$ cat src/rtl/uart_rx_deframer.sv
// uart_rx_deframer: 8N1 UART receiver with a one-entry valid/ready output buffer,
// a one-cycle framing-error pulse and a sticky overrun flag.
// Optional build macro UART_RX_MAJORITY_EN: every bit decision becomes a 2-of-3
// majority of the synchronized line around mid-bit, taken one cycle later.
module uart_rx_deframer #(
    parameter int PRESCALER   = 200,
    parameter int SYNC_STAGES = 2
) (
    input  logic       CLK,
    input  logic       RST,
    input  logic       UART_RX,
    output logic [7:0] O_DAT,
    output logic       O_VALID,
    input  logic       I_READY,
    output logic       O_FRAME_ERR,
    output logic       O_OVERRUN,
    output logic       O_BUSY
);

    localparam logic [15:0] CNT_LAST   = 16'(PRESCALER - 1);
`ifdef UART_RX_MAJORITY_EN
    localparam logic [15:0] CNT_DECIDE = 16'(PRESCALER / 2 + 1);
`else
    localparam logic [15:0] CNT_DECIDE = 16'(PRESCALER / 2);
`endif

    typedef enum logic [1:0] {
        IDLE,
        START,
        DATA,
        STOP
    } state_t;

    state_t                   state;
    logic [SYNC_STAGES-1:0]   sync_p0;
    logic [SYNC_STAGES-1:0]   fill_p0;
    logic                     rx_s;
    logic                     rx_live;
    logic                     rx_prev;
    logic                     fall;
    logic                     bit_val;
    logic                     decide;
    logic [15:0]              cnt;
    logic [2:0]               bit_idx;
    logic [7:0]               shift;

    assign rx_s    = sync_p0[SYNC_STAGES-1];
    // fill_p0 marks when rx_s carries a real line sample rather than the reset value
    assign rx_live = fill_p0[SYNC_STAGES-1];
    // rx_prev only becomes 1 once the line has really been seen high, so a line
    // that is already low when reset releases never looks like a start edge
    assign fall    = rx_live & rx_prev & ~rx_s;
    assign decide  = (cnt == CNT_DECIDE);

    // Input synchronizer chain plus a flush marker that follows it out of reset
    always_ff @(posedge CLK or negedge RST) begin
        if (!RST) begin
            sync_p0 <= '1;
            fill_p0 <= '0;
        end else begin
            sync_p0 <= {sync_p0[SYNC_STAGES-2:0], UART_RX};
            fill_p0 <= {fill_p0[SYNC_STAGES-2:0], 1'b1};
        end
    end

    // Previous genuine line level for falling-edge detection
    always_ff @(posedge CLK or negedge RST) begin
        if (!RST) begin
            rx_prev <= 1'b0;
        end else if (rx_live) begin
            rx_prev <= rx_s;
        end
    end

`ifdef UART_RX_MAJORITY_EN
    logic rx_d1;
    logic rx_d2;

    // Two-deep history so the decision at mid+1 sees samples mid-1, mid and mid+1
    always_ff @(posedge CLK or negedge RST) begin
        if (!RST) begin
            rx_d1 <= 1'b1;
            rx_d2 <= 1'b1;
        end else begin
            rx_d1 <= rx_s;
            rx_d2 <= rx_d1;
        end
    end

    assign bit_val = (rx_d2 & rx_d1) | (rx_d2 & rx_s) | (rx_d1 & rx_s);
`else
    assign bit_val = rx_s;
`endif

    // Frame FSM, bit timing and output buffer. The prescale counter wraps every
    // bit period, so each decision lands exactly PRESCALER cycles after the
    // previous one, the same as restarting the count at the start-bit mid-point.
    always_ff @(posedge CLK or negedge RST) begin
        if (!RST) begin
            state       <= IDLE;
            cnt         <= '0;
            bit_idx     <= '0;
            shift       <= '0;
            O_DAT       <= '0;
            O_VALID     <= 1'b0;
            O_FRAME_ERR <= 1'b0;
            O_OVERRUN   <= 1'b0;
            O_BUSY      <= 1'b0;
        end else begin
            O_FRAME_ERR <= 1'b0;
            // Consumer takes the byte; a byte loading in this same cycle overrides
            if (O_VALID && I_READY) begin
                O_VALID <= 1'b0;
            end
            if (state != IDLE) begin
                cnt <= (cnt == CNT_LAST) ? 16'd0 : cnt + 16'd1;
            end
            case (state)
                IDLE: begin
                    if (fall) begin
                        state  <= START;
                        cnt    <= '0;
                        O_BUSY <= 1'b1;
                    end
                end
                START: begin
                    if (decide) begin
                        if (bit_val) begin
                            // Line back high at mid start bit: a glitch, drop silently
                            state  <= IDLE;
                            O_BUSY <= 1'b0;
                        end else begin
                            state   <= DATA;
                            bit_idx <= '0;
                        end
                    end
                end
                DATA: begin
                    if (decide) begin
                        shift[bit_idx] <= bit_val;
                        if (bit_idx == 3'd7) begin
                            state <= STOP;
                        end else begin
                            bit_idx <= bit_idx + 3'd1;
                        end
                    end
                end
                STOP: begin
                    if (decide) begin
                        // Return to IDLE without waiting out the second half of the stop bit
                        state  <= IDLE;
                        O_BUSY <= 1'b0;
                        if (bit_val) begin
                            if (!O_VALID || I_READY) begin
                                O_DAT   <= shift;
                                O_VALID <= 1'b1;
                            end else begin
                                O_OVERRUN <= 1'b1;
                            end
                        end else begin
                            O_FRAME_ERR <= 1'b1;
                        end
                    end
                end
                default: begin
                    state  <= IDLE;
                    O_BUSY <= 1'b0;
                end
            endcase
        end
    end

endmodule
$ cat config.mk
export PLATFORM = sky130hd
export DESIGN_NAME = uart_rx_deframer
export DESIGN_NICKNAME = d
export VERILOG_FILES = /design/src/rtl/uart_rx_deframer.sv
export SDC_FILE = /design/constraint.sdc
export NUM_CORES = 1
export LEC_CHECK = 0
export ABC_CLOCK_PERIOD_IN_PS = 2600
export CAP_MARGIN = 5
export CELL_PAD_IN_SITES_DETAIL_PLACEMENT = 1
export CELL_PAD_IN_SITES_GLOBAL_PLACEMENT = 1
export CORE_ASPECT_RATIO = 0.7
export CORE_UTILIZATION = 46
export DETAILED_ROUTE_END_ITERATION = 7
export MAX_ROUTING_LAYER = met4
export PLACE_DENSITY = 0.81
export SYNTH_ARGS = -nofsm -noshare
export SYNTH_HDL_FRONTEND = slang
export SYNTH_SLANG_ARGS = --single-unit
$ cat constraint.sdc
create_clock -name CLK -period 2.6 [get_ports CLK]
set_input_delay 0.26 -clock CLK [delete_from_list [all_inputs] [get_ports CLK]]
set_output_delay 0.26 -clock CLK [all_outputs]
set_load 0.005 [all_outputs]
==> impl_metrics.tcl, run 1 <==
set metrics [dict create \
    status "finished, final reports clean" \
    drive_gt1_share_pct 15.7 \
    grt_util_all_layers_pct 22.8 \
    via_per_inst 5.61 \
    power.total_w 0.00181 \
    row_count 20 \
    port_buffers 15 \
    crit_path_max_incr_delay_ns 0.66 \
    ant_nets 0 \
    timing.final.hold_violations 0 \
    crit_required_ns 2.78 \
    syn_area_per_cell_um2 10.6 \
    syn_to_final_growth_pct 13.6 \
    clock-root-buffer "clkbuf_8" \
    seq_area_frac_synth_pct 51.1 \
    synth_area_leaders "dfrtp_1 (49%), mux2_2 (8.5%), nand2_1 (4.7%)" \
    finalSetupTns_ns 0 \
    relSlewSlack_pct 30.5 \
    syn_inst 212 \
    start_util_pct 49.8 \
    hold_class "input pin to asynchronous set/reset pin" \
    fin_crit_sh_pct 93.2 \
    clock_latency_ns 0.30 \
    p_leak_nw 1.09 \
    worst_slack_ns 0.177 \
    antenna_found_initial 0 \
    pwr_density_cell_mw_per_mm2 705 \
    grt_pass1_vias 1723 \
    numCtsBuffers 5 \
    syn_area_mm2 0.00226 \
    synth_edf_count 0 \
    place_ws_ns 0.0775 \
    first_iter_violations 97 \
    grt_max_degree 47 \
    grt_overflow 0 \
    async_reset_ff_share_pct 100 \
    drv_slew 0 \
    tritoncts "done" \
    synth_top_cell_by_area "dfrtp_1" \
    met3_usage_pct 5.17 \
    wl_per_cell_um 17.5 \
    io_pins 16 \
    yosys_warnings 0 \
    worstSetupPathType "flop to flop" \
    cp_slowest_cell "or4bb_1" \
    syn-num-nets 224 \
    hpwlAfterDp_um 3670 \
    fmax_ghz 0.413 \
    finalCriticalPeriod_ns 2.42 \
    antenna_cells 0 \
    synth_most_common_cell "dfrtp_1" \
    critical_path_arrival_ns 2.60 \
    irDropWorstVdd_mv 0.336 \
    utilization_pct 56.6 \
    rsz0062_at_grt "no" \
    synth-main-ff-cell "dfrtp_1" \
    ys_ff_latch 46 \
    grt_util_met1_pct 30.9 \
    clock-sinks 46 \
    skew_ns 0.00574 \
    postCtsHoldBufs 0 \
    dieHeight_um 60.6 \
    cts_buffer_depth 2 \
    multiInputGateArea_mm2 0.00105 \
    top_usage_layer "met2" \
    routed-via-count 1661 \
    met2_usage_pct 35.0 \
    critPathMaxFanout 6 \
    final-setup-viol-count 0 \
    tightest_slew_ns 1.04 \
    core_mm2 0.00453 \
    yosysUniqueCellTypes 38 \
    setup.worst_path.start_class "flop" \
    wl_um 5190 \
    synth_top_area_share_pct 48.8 \
    max_cap_viol_count 0 \
    drt-pass1-iter-count 4 \
    clkSlewWorstSetupHoldPaths_ns 0.09 \
    path_cells "or4bb_1 > nor4_4 > and2_1 > nor3b_2 > mux2_2" \
    die_w_um 85.7 \
    end_kind "flop" \
    fillCellCount 503 \
    routabilityCongestion 0.920 \
    htreeDepth 2 \
    dieArea_mm2 0.00519 \
    drc_errors 0 \
    grt_pass1_wl_um 8670 \
    seq_area_mm2 0.00115 \
    synth_common_cells "dfrtp_1 (44), nand2_1 (28), o21ai_0 (21), mux2_2 (17), nand3_1 (10)" \
    nets 241 \
]
## cell type report
| class | instances | area share, % |
|---|---|---|
| inverter | 5 | 0.732 |
| sequential | 46 | 45.0 |
| timing repair buffer | 19 | 6.83 |
| multi-input combinational | 152 | 41.0 |
| clock inverter | 2 | 0.390 |
| tap | 66 | 3.22 |
| clock buffer | 6 | 2.83 |
## power breakdown
group	switching, W	internal [W]	total (W)
sequential	0.0000514	0.000763	0.000815
clock	0.000242	0.000187	0.000429
combinational	0.000376	0.000188	0.000565
## what timing repair did
action	4_1_cts	5_1_grt
setup buffers	0	0
setup endpoints to repair	0	1
gates resized for setup	0	1
## worst max-delay path: cells and delay by family (launching register included)
| kind | cells | cell delay (ns) |
|---|---|---|
| DFF | 1 | 0.45 |
| muxes | 1 | 0.38 |
| and+or+nand+nor | 4 | 1.49 |
## registers in the layout (all words and copies together), names as in the netlist, 2 cells and up, named ones only
register	flops
cnt	16
O_DAT	8
shift	8
bit_idx	3
fill_p0	2
sync_p0	2
## cells by family (layout without fill, tap and decap cells)
kind of cell / count (synthesis) / after routing / synth area share, %
simple gates: 80 / 80 / 19.7
flops: 46 / 46 / 51.1
compound gates: 42 / 42 / 12.0
mux: 17 / 17 / 8.49
buf+inv: 14 / 32 / 2.50
fa+ha+maj: 8 / 8 / 4.44
xor+xnor: 4 / 4 / 1.55
other cells: 1 / 1 / 0.166
## path summary, 6_finish.rpt
check                      slack [ns]            startpoint  cells after the start                      to
min reg2reg                      0.36  sync_p0[0]$_DFF_PN1_                      0    sync_p0[1]$_DFF_PN1_
min                              0.14                   RST                      1  bit_idx[2]$_DFFE_PN0P_
max reg2reg                      0.18      cnt[3]$_DFF_PN0_                      5    shift[5]$_DFFE_PN0P_
max in group asynchronous        1.81                   RST                      1        cnt[0]$_DFF_PN0_
min in group CLK                 0.36  sync_p0[0]$_DFF_PN1_                      0    sync_p0[1]$_DFF_PN1_
max                              0.18      cnt[3]$_DFF_PN0_                      5    shift[5]$_DFFE_PN0P_
## placed cells by master, fill, tap and decap left out, types with 5 or more instances in the layout
cell type and count:
dfrtp_1 44, nand2_1 28, o21ai_0 21, mux2_2 17, clkdlybuf4s50_1 14, nand3_1 10, ha_1 8, a31oi_1 7
nor2b_1 6, nor2_1 6, inv_1 5, nor3_1 5, clkbuf_8 5
## layer usage
metal,routed length [um],part of all wire [%],vias to the layer above
met5,0,0,-
met4,38,0.73,0
met3,129,2.5,4
met2,2290,44,20
met1,2730,53,846
li1,-,-,791
## metrics by stage
step | area, um2 | hold WS (ns) | instances
detailed placement | 2480 | 0.348 | 288
CTS | 2560 | 0.173 | 296
floorplan | 2260 | -0.0356 | 212
global route | 2560 | 0.202 | 296
finish | 2560 | 0.136 | 296
global placement | 2480 | 0.334 | 288
No activity file was read; power rests on OpenSTA's default activity.
==> inputs of run 2 (changes only) <==
==> config.mk (replaced) <==
export PLATFORM = sky130hd
export DESIGN_NAME = uart_rx_deframer
export DESIGN_NICKNAME = d
export VERILOG_FILES = /design/src/rtl/uart_rx_deframer.sv
export SDC_FILE = /design/constraint.sdc
export NUM_CORES = 1
export LEC_CHECK = 0
export ABC_CLOCK_PERIOD_IN_PS = 2150
export CAP_MARGIN = 5
export CELL_PAD_IN_SITES_DETAIL_PLACEMENT = 1
export CELL_PAD_IN_SITES_GLOBAL_PLACEMENT = 1
export CORE_ASPECT_RATIO = 0.7
export CORE_UTILIZATION = 41
export DETAILED_ROUTE_END_ITERATION = 7
export MAX_ROUTING_LAYER = met4
export PLACE_DENSITY = 0.77
export SYNTH_ARGS = -nofsm -noshare
export SYNTH_HDL_FRONTEND = slang
export SYNTH_SLANG_ARGS = --single-unit
==> constraint.sdc (replaced) <==
create_clock -name CLK -period 2.15 [get_ports CLK]
set_input_delay 0.215 -clock CLK [delete_from_list [all_inputs] [get_ports CLK]]
set_output_delay 0.215 -clock CLK [all_outputs]
set_load 0.005 [all_outputs]
==> run 2 against run 1 <==
Against the previous run: the flow now finishes with violations (negative setup slack); non-clock buffer count grew 31; clock power rose by 50%; count of clock-buffer cells in the layout decreased by 1; flip-flop and latch count stayed put; final cell count is 13% higher; global-route usage shrank 0.68 points; utilization is 0.39 points lower; largest cell class unchanged.
==> impl_metrics.tcl, run 2 (synthesized netlist as in run 1, its figures left out) <==
set metrics [dict create \
    violations "negative setup slack" \
    syn_to_final_growth_pct 31.0 \
    crit_path_max_incr_delay_ns 0.57 \
    wl_um 5890 \
    clkSlewWorstSetupHoldPaths_ns 0.09 \
    top_regs "cnt (16), O_DAT (8), shift (8)" \
    antenna_found_initial 0 \
    power.total_w 0.00260 \
    clock-sinks 46 \
    drv_slew 0 \
    max_cap_viol_count 0 \
    worst-path-buf-inv 1 \
    dieArea_mm2 0.00581 \
    start_util_pct 42.9 \
    worstSetupPathType "flop to flop" \
    htreeDepth 2 \
    wl_per_cell_um 17.7 \
    status "finished with violations" \
    clock_latency_ns 0.30 \
    via_per_inst 5.47 \
    cp_slowest_cell "or4_4" \
    pwr_density_cell_mw_per_mm2 880 \
    core_mm2 0.00526 \
    end_kind "flop" \
    dieHeight_um 64.1 \
    grt_util_all_layers_pct 22.1 \
    met2_usage_pct 35.7 \
    place_ws_ns -0.144 \
    path_cells "or4_4 > nor4_4 > buf_4 > and2_4 > nor3b_4 > mux2_4" \
    rsz0062_at_grt "yes" \
    antenna_cells 0 \
    routed-via-count 1820 \
    relSlewSlack_pct 39.1 \
    critical_path_arrival_ns 2.49 \
    final-setup-viol-count 21 \
    routabilityCongestion 0.782 \
    irDropWorstVdd_mv 0.380 \
    critPathMaxFanout 4 \
    numCtsBuffers 5 \
    final_area_mm2 0.00296 \
    die_w_um 90.7 \
    layout_common_cells "dfrtp_1 (44), buf_4 (30), nand2_1 (28), clkdlybuf4s50_1 (14), o21ai_0 (12)" \
    cts_buffer_depth 2 \
    tightest_slew_ns 0.904 \
    path_delay_family "simple AND/OR/NAND/NOR gates" \
    tritoncts "done" \
    port_buffers 15 \
    final_cells 333 \
    finalCriticalPeriod_ns 2.30 \
    clock-root-buffer "clkbuf_8" \
    setup.worst_path.start_class "flop" \
    hold_class "input pin to flop" \
    place_area_mm2 0.00266 \
    grt_pass1_wl_um 9630 \
    io_pins 16 \
    row_count 22 \
    first_iter_violations 71 \
    finalSetupTns_ns -1.81 \
    worst_slack_ns -0.151 \
    met3_usage_pct 3.81 \
    grt_util_met1_pct 29.3 \
    fin_crit_sh_pct 107 \
    grt_max_degree 30 \
    drt-pass1-iter-count 4 \
    drive_gt1_share_pct 29.1 \
    dpl.cell_count 315 \
    hpwlAfterDp_um 3920 \
    layout_commonest_cell "dfrtp_1" \
    grt_pass1_vias 1934 \
    drc_errors 0 \
    nets 272 \
    skew_ns 0.00332 \
    fmax_ghz 0.435 \
    grt_overflow 0 \
    ant_nets 0 \
    crit_required_ns 2.34 \
    top_usage_layer "met2" \
    fillCellCount 578 \
    largest_reg_flops 16 \
    regMostFlops "cnt" \
    timing.final.hold_violations 0 \
    p_leak_nw 1.29 \
]
## run 2: changes by cell type in the layout (fill, tap and decap cells not counted), sizes merged
cell | before | now
buf | 5 | 34
bufinv | 0 | 1
dlygate4sd3 | 0 | 1
## run 2: worst paths after layout
kind	startpoint	end	slack, ns	cells past startpoint
max reg2reg	cnt[13]$_DFF_PN0_	shift[5]$_DFFE_PN0P_	-0.15	6
max in group asynchronous	RST	O_DAT[7]$_DFFE_PN0P_	1.07	3
max	cnt[13]$_DFF_PN0_	shift[5]$_DFFE_PN0P_	-0.15	6
min in group asynchronous	RST	cnt[11]$_DFF_PN0_	0.48	2
min	UART_RX	sync_p0[0]$_DFF_PN1_	0.31	1
min reg2reg	sync_p0[0]$_DFF_PN1_	sync_p0[1]$_DFF_PN1_	0.37	0
## run 2: timing repair
action                     in CTS  in global routing
setup endpoints to repair      21                 28
hold endpoints to repair       25                  0
pin swaps                       4                  4
setup buffers                   6                  2
gates resized for setup        19                 12
cloned                          0                  1
hold buffers                    1                  0
## run 2: worst reg2reg max path: stages (launching register included)
cell and delay (ns):
dfrtp_1 0.40, or4_4 0.57, nor4_4 0.36, buf_4 0.20, and2_4 0.17, nor3b_4 0.19, mux2_4 0.31
## run 2: layout make-up
cell class | instances | area [um2] | share of cell area, %
inverters | 5 | 18.8 | 0.635
flip-flops and latches | 46 | 1150 | 39.0
repair buffers | 50 | 448 | 15.2
multi-input cells | 152 | 1140 | 38.4
well taps | 72 | 90.1 | 3.05
clock inverters | 3 | 40.0 | 1.35
clock buffers | 5 | 68.8 | 2.33
## run 2: stage by stage
| step | hold WS [ns] | utilization (%) |
|---|---|---|
| 6_report | 0.308 | 56.2 |
| 5_1_grt | 0.318 | 56.2 |
| 4_1_cts | 0.302 | 55.0 |
| 3_5_place_dp | 0.289 | 50.5 |
| 3_3_place_gp | 0.283 | 50.5 |
| 2_1_floorplan | -0.0806 | - |
## run 2: report_power, final
group / total, W / leakage, nW / internal [W] / switching (W)
clock: 0.000644 / 0.0579 / 0.000343 / 0.000302
combinational: 0.000978 / 0.619 / 0.000417 / 0.000560
sequential: 0.000979 / 0.617 / 0.000923 / 0.0000557
total: 0.00260 / 1.29 / 0.00168 / 0.000918
## run 2: routing by layer
| layer | up-vias | wire length (um) |
|---|---|---|
| met5 | - | 0 |
| met4 | 0 | 23 |
| met3 | 2 | 142 |
| met2 | 22 | 2780 |
| met1 | 943 | 2950 |
| li1 | 853 | - |
==> inputs of run 3 (changes only) <==
--- a/config.mk
+++ b/config.mk
@@ -13,7 +13,7 @@
 export CORE_UTILIZATION = 41
 export DETAILED_ROUTE_END_ITERATION = 7
 export MAX_ROUTING_LAYER = met4
-export PLACE_DENSITY = 0.77
+export PLACE_DENSITY = 0.82
 export SYNTH_ARGS = -nofsm -noshare
 export SYNTH_HDL_FRONTEND = slang
 export SYNTH_SLANG_ARGS = --single-unit
==> run 3 against run 2 <==
Against the previous run: clock skew rose by 0.0082 ns; the run still ends with negative setup slack left; first-iteration DRC count increased by 27%; highest routed layer unchanged; critical path depth did not move; non-clock buffer count increased by 7; worst setup slack worse by 0.0015 ns; critical endpoint unchanged; sequential power is 0.4% higher; largest power group is now combinational logic; wire length increased by 7.4%.
==> impl_metrics.tcl, run 3 (synthesized netlist as in run 1, its figures left out) <==
set metrics [dict create \
    min_path_cells 1 \
    top_regs "cnt (16), O_DAT (8), shift (8)" \
    core_mm2 0.00526 \
    ant_nets 0 \
    drt-pass1-iter-count 4 \
    worstSetupPathType "flop to flop" \
    tightest_slew_ns 0.854 \
    worstRegToRegCells 6 \
    hpwlAfterDp_um 4050 \
    cts_buffer_depth 2 \
    ff2ff_setup_slack_ns -0.15 \
    drive_gt1_share_pct 32.8 \
    skew_ns 0.0115 \
    wl_met2_um 3040 \
    wl_per_cell_um 18.6 \
    row_count 22 \
    end_kind "flop" \
    io_pins 16 \
    r2r-end "shift[5]$_DFFE_PN0P_" \
    holdPathEnd "sync_p0[0]$_DFF_PN1_" \
    violations "negative setup slack" \
    pwr_density_cell_mw_per_mm2 836 \
    grt_pass1_wl_um 10200 \
    hold_class "input pin to flop" \
    fmax_ghz 0.434 \
    layout_common_cells "dfrtp_1 (44), buf_4 (35), nand2_1 (28), clkdlybuf4s50_1 (14)" \
    clock_latency_ns 0.31 \
    syn_to_final_growth_pct 33.4 \
    port_buffers 15 \
    dieArea_mm2 0.00581 \
    clkSlewWorstSetupHoldPaths_ns 0.10 \
    crit_required_ns 2.36 \
    tritoncts "done" \
    regMostFlops "cnt" \
    timing.final.hold_violations 0 \
    layout_commonest_cell "dfrtp_1" \
    rsz0062_at_grt "yes" \
    r2r_start "cnt[13]$_DFF_PN0_" \
    top_layer_used "met4" \
    final-setup-viol-count 17 \
    fin_crit_sh_pct 107 \
    largest_reg_flops 16 \
    clock-root-buffer "clkbuf_8" \
    grt_overflow 0 \
    grt_max_degree 23 \
    dieHeight_um 64.1 \
    antenna_cells 0 \
    power.total_w 0.00252 \
    grt_util_all_layers_pct 23.5 \
    antenna_found_initial 0 \
    routed-via-count 1876 \
    drt-met1-wl_um 3020 \
    nets 279 \
    start_util_pct 42.9 \
    drc_errors 0 \
    die_w_um 90.7 \
    setup.worst_path.start_class "flop" \
    clock-sinks 46 \
    drv_slew 0 \
    relSlewSlack_pct 42.5 \
    met3_length_um 160 \
    critical_path_arrival_ns 2.51 \
    max_cap_viol_count 0 \
    via_per_inst 5.52 \
    hold_start "UART_RX" \
    numCtsBuffers 5 \
    first_iter_violations 90 \
    finalCriticalPeriod_ns 2.30 \
    timing.hold.ws_ns 0.311 \
    grt_pass1_vias 2082 \
    status "finished with violations" \
    htreeDepth 2 \
    wl_um 6330 \
    worst_slack_ns -0.152 \
    irDropWorstVdd_mv 0.357 \
    routabilityCongestion 0.774 \
    critPathMaxFanout 4 \
    p_leak_nw 1.30 \
]
-- run 3: worst max-delay path by stage --
stage,start,slack [ns],endpoint,cells past startpoint
2_1_floorplan,cnt[13]$_DFF_PN0_,-0.05,shift[5]$_DFFE_PN0P_,5
3_3_place_gp,cnt[15]$_DFF_PN0_,-0.04,shift[5]$_DFFE_PN0P_,6
3_5_place_dp,cnt[15]$_DFF_PN0_,-0.14,shift[5]$_DFFE_PN0P_,6
4_1_cts,cnt[4]$_DFF_PN0_,-0.09,O_DAT[6]$_DFFE_PN0P_,6
5_1_grt,cnt[13]$_DFF_PN0_,-0.21,shift[5]$_DFFE_PN0P_,6
6_report,cnt[13]$_DFF_PN0_,-0.15,shift[5]$_DFFE_PN0P_,6
-- run 3: routing by layer --
metal | track usage [%] | up-vias
met1 | 29.2 | 960
met5 | - | -
met2 | 37.7 | 32
li1 | - | 872
met4 | 10.7 | 0
met3 | 4.40 | 12
-- run 3: through the flow --
| step | cells | TNS, ns | util (%) | instance area, um2 | setup WS, ns |
|---|---|---|---|---|---|
| floorplan | 212 | -0.423 | - | 2260 | -0.0490 |
| global placement | 317 | -0.0422 | 50.6 | 2660 | -0.0413 |
| detailed placement | 317 | -0.932 | 50.6 | 2660 | -0.137 |
| CTS | 328 | -0.795 | 53.6 | 2820 | -0.0899 |
| global route | 340 | -2.18 | 57.3 | 3010 | -0.211 |
| finish | 340 | -0.983 | 57.3 | 3010 | -0.152 |
-- run 3: critical path: stages, from the launching register on --
cell and delay, ns:
dfrtp_1 0.41, or4_4 0.55, nor4_4 0.36, buf_4 0.21, and2_4 0.16, nor3b_2 0.21, mux2_4 0.32
-- run 3: report_power, final --
part	switching [W]	total [W]	internal [W]
registers	0.0000595	0.000983	0.000923
clock network	0.000313	0.000543	0.000229
logic	0.000576	0.000990	0.000414
-- run 3: layout make-up --
cell class                 count  area, um2
multi-input combinational    152       1170
sequential                    46       1150
clock buffer                   6       72.6
tap                           72       90.1
fill                         561       2250
inverter                       5       18.8
timing repair buffer          57        485
clock inverter                 2       15.0
-- run 3: repair_timing --
action | 4_1_cts | 5_1_grt
hold buffers | 1 | 0
gates cloned | 0 | 1
endpoints found under the hold margin | 20 | 0
setup endpoints to repair | 17 | 28
gates resized for setup | 12 | 36
pin swaps | 5 | 11
buffers inserted | 2 | 11
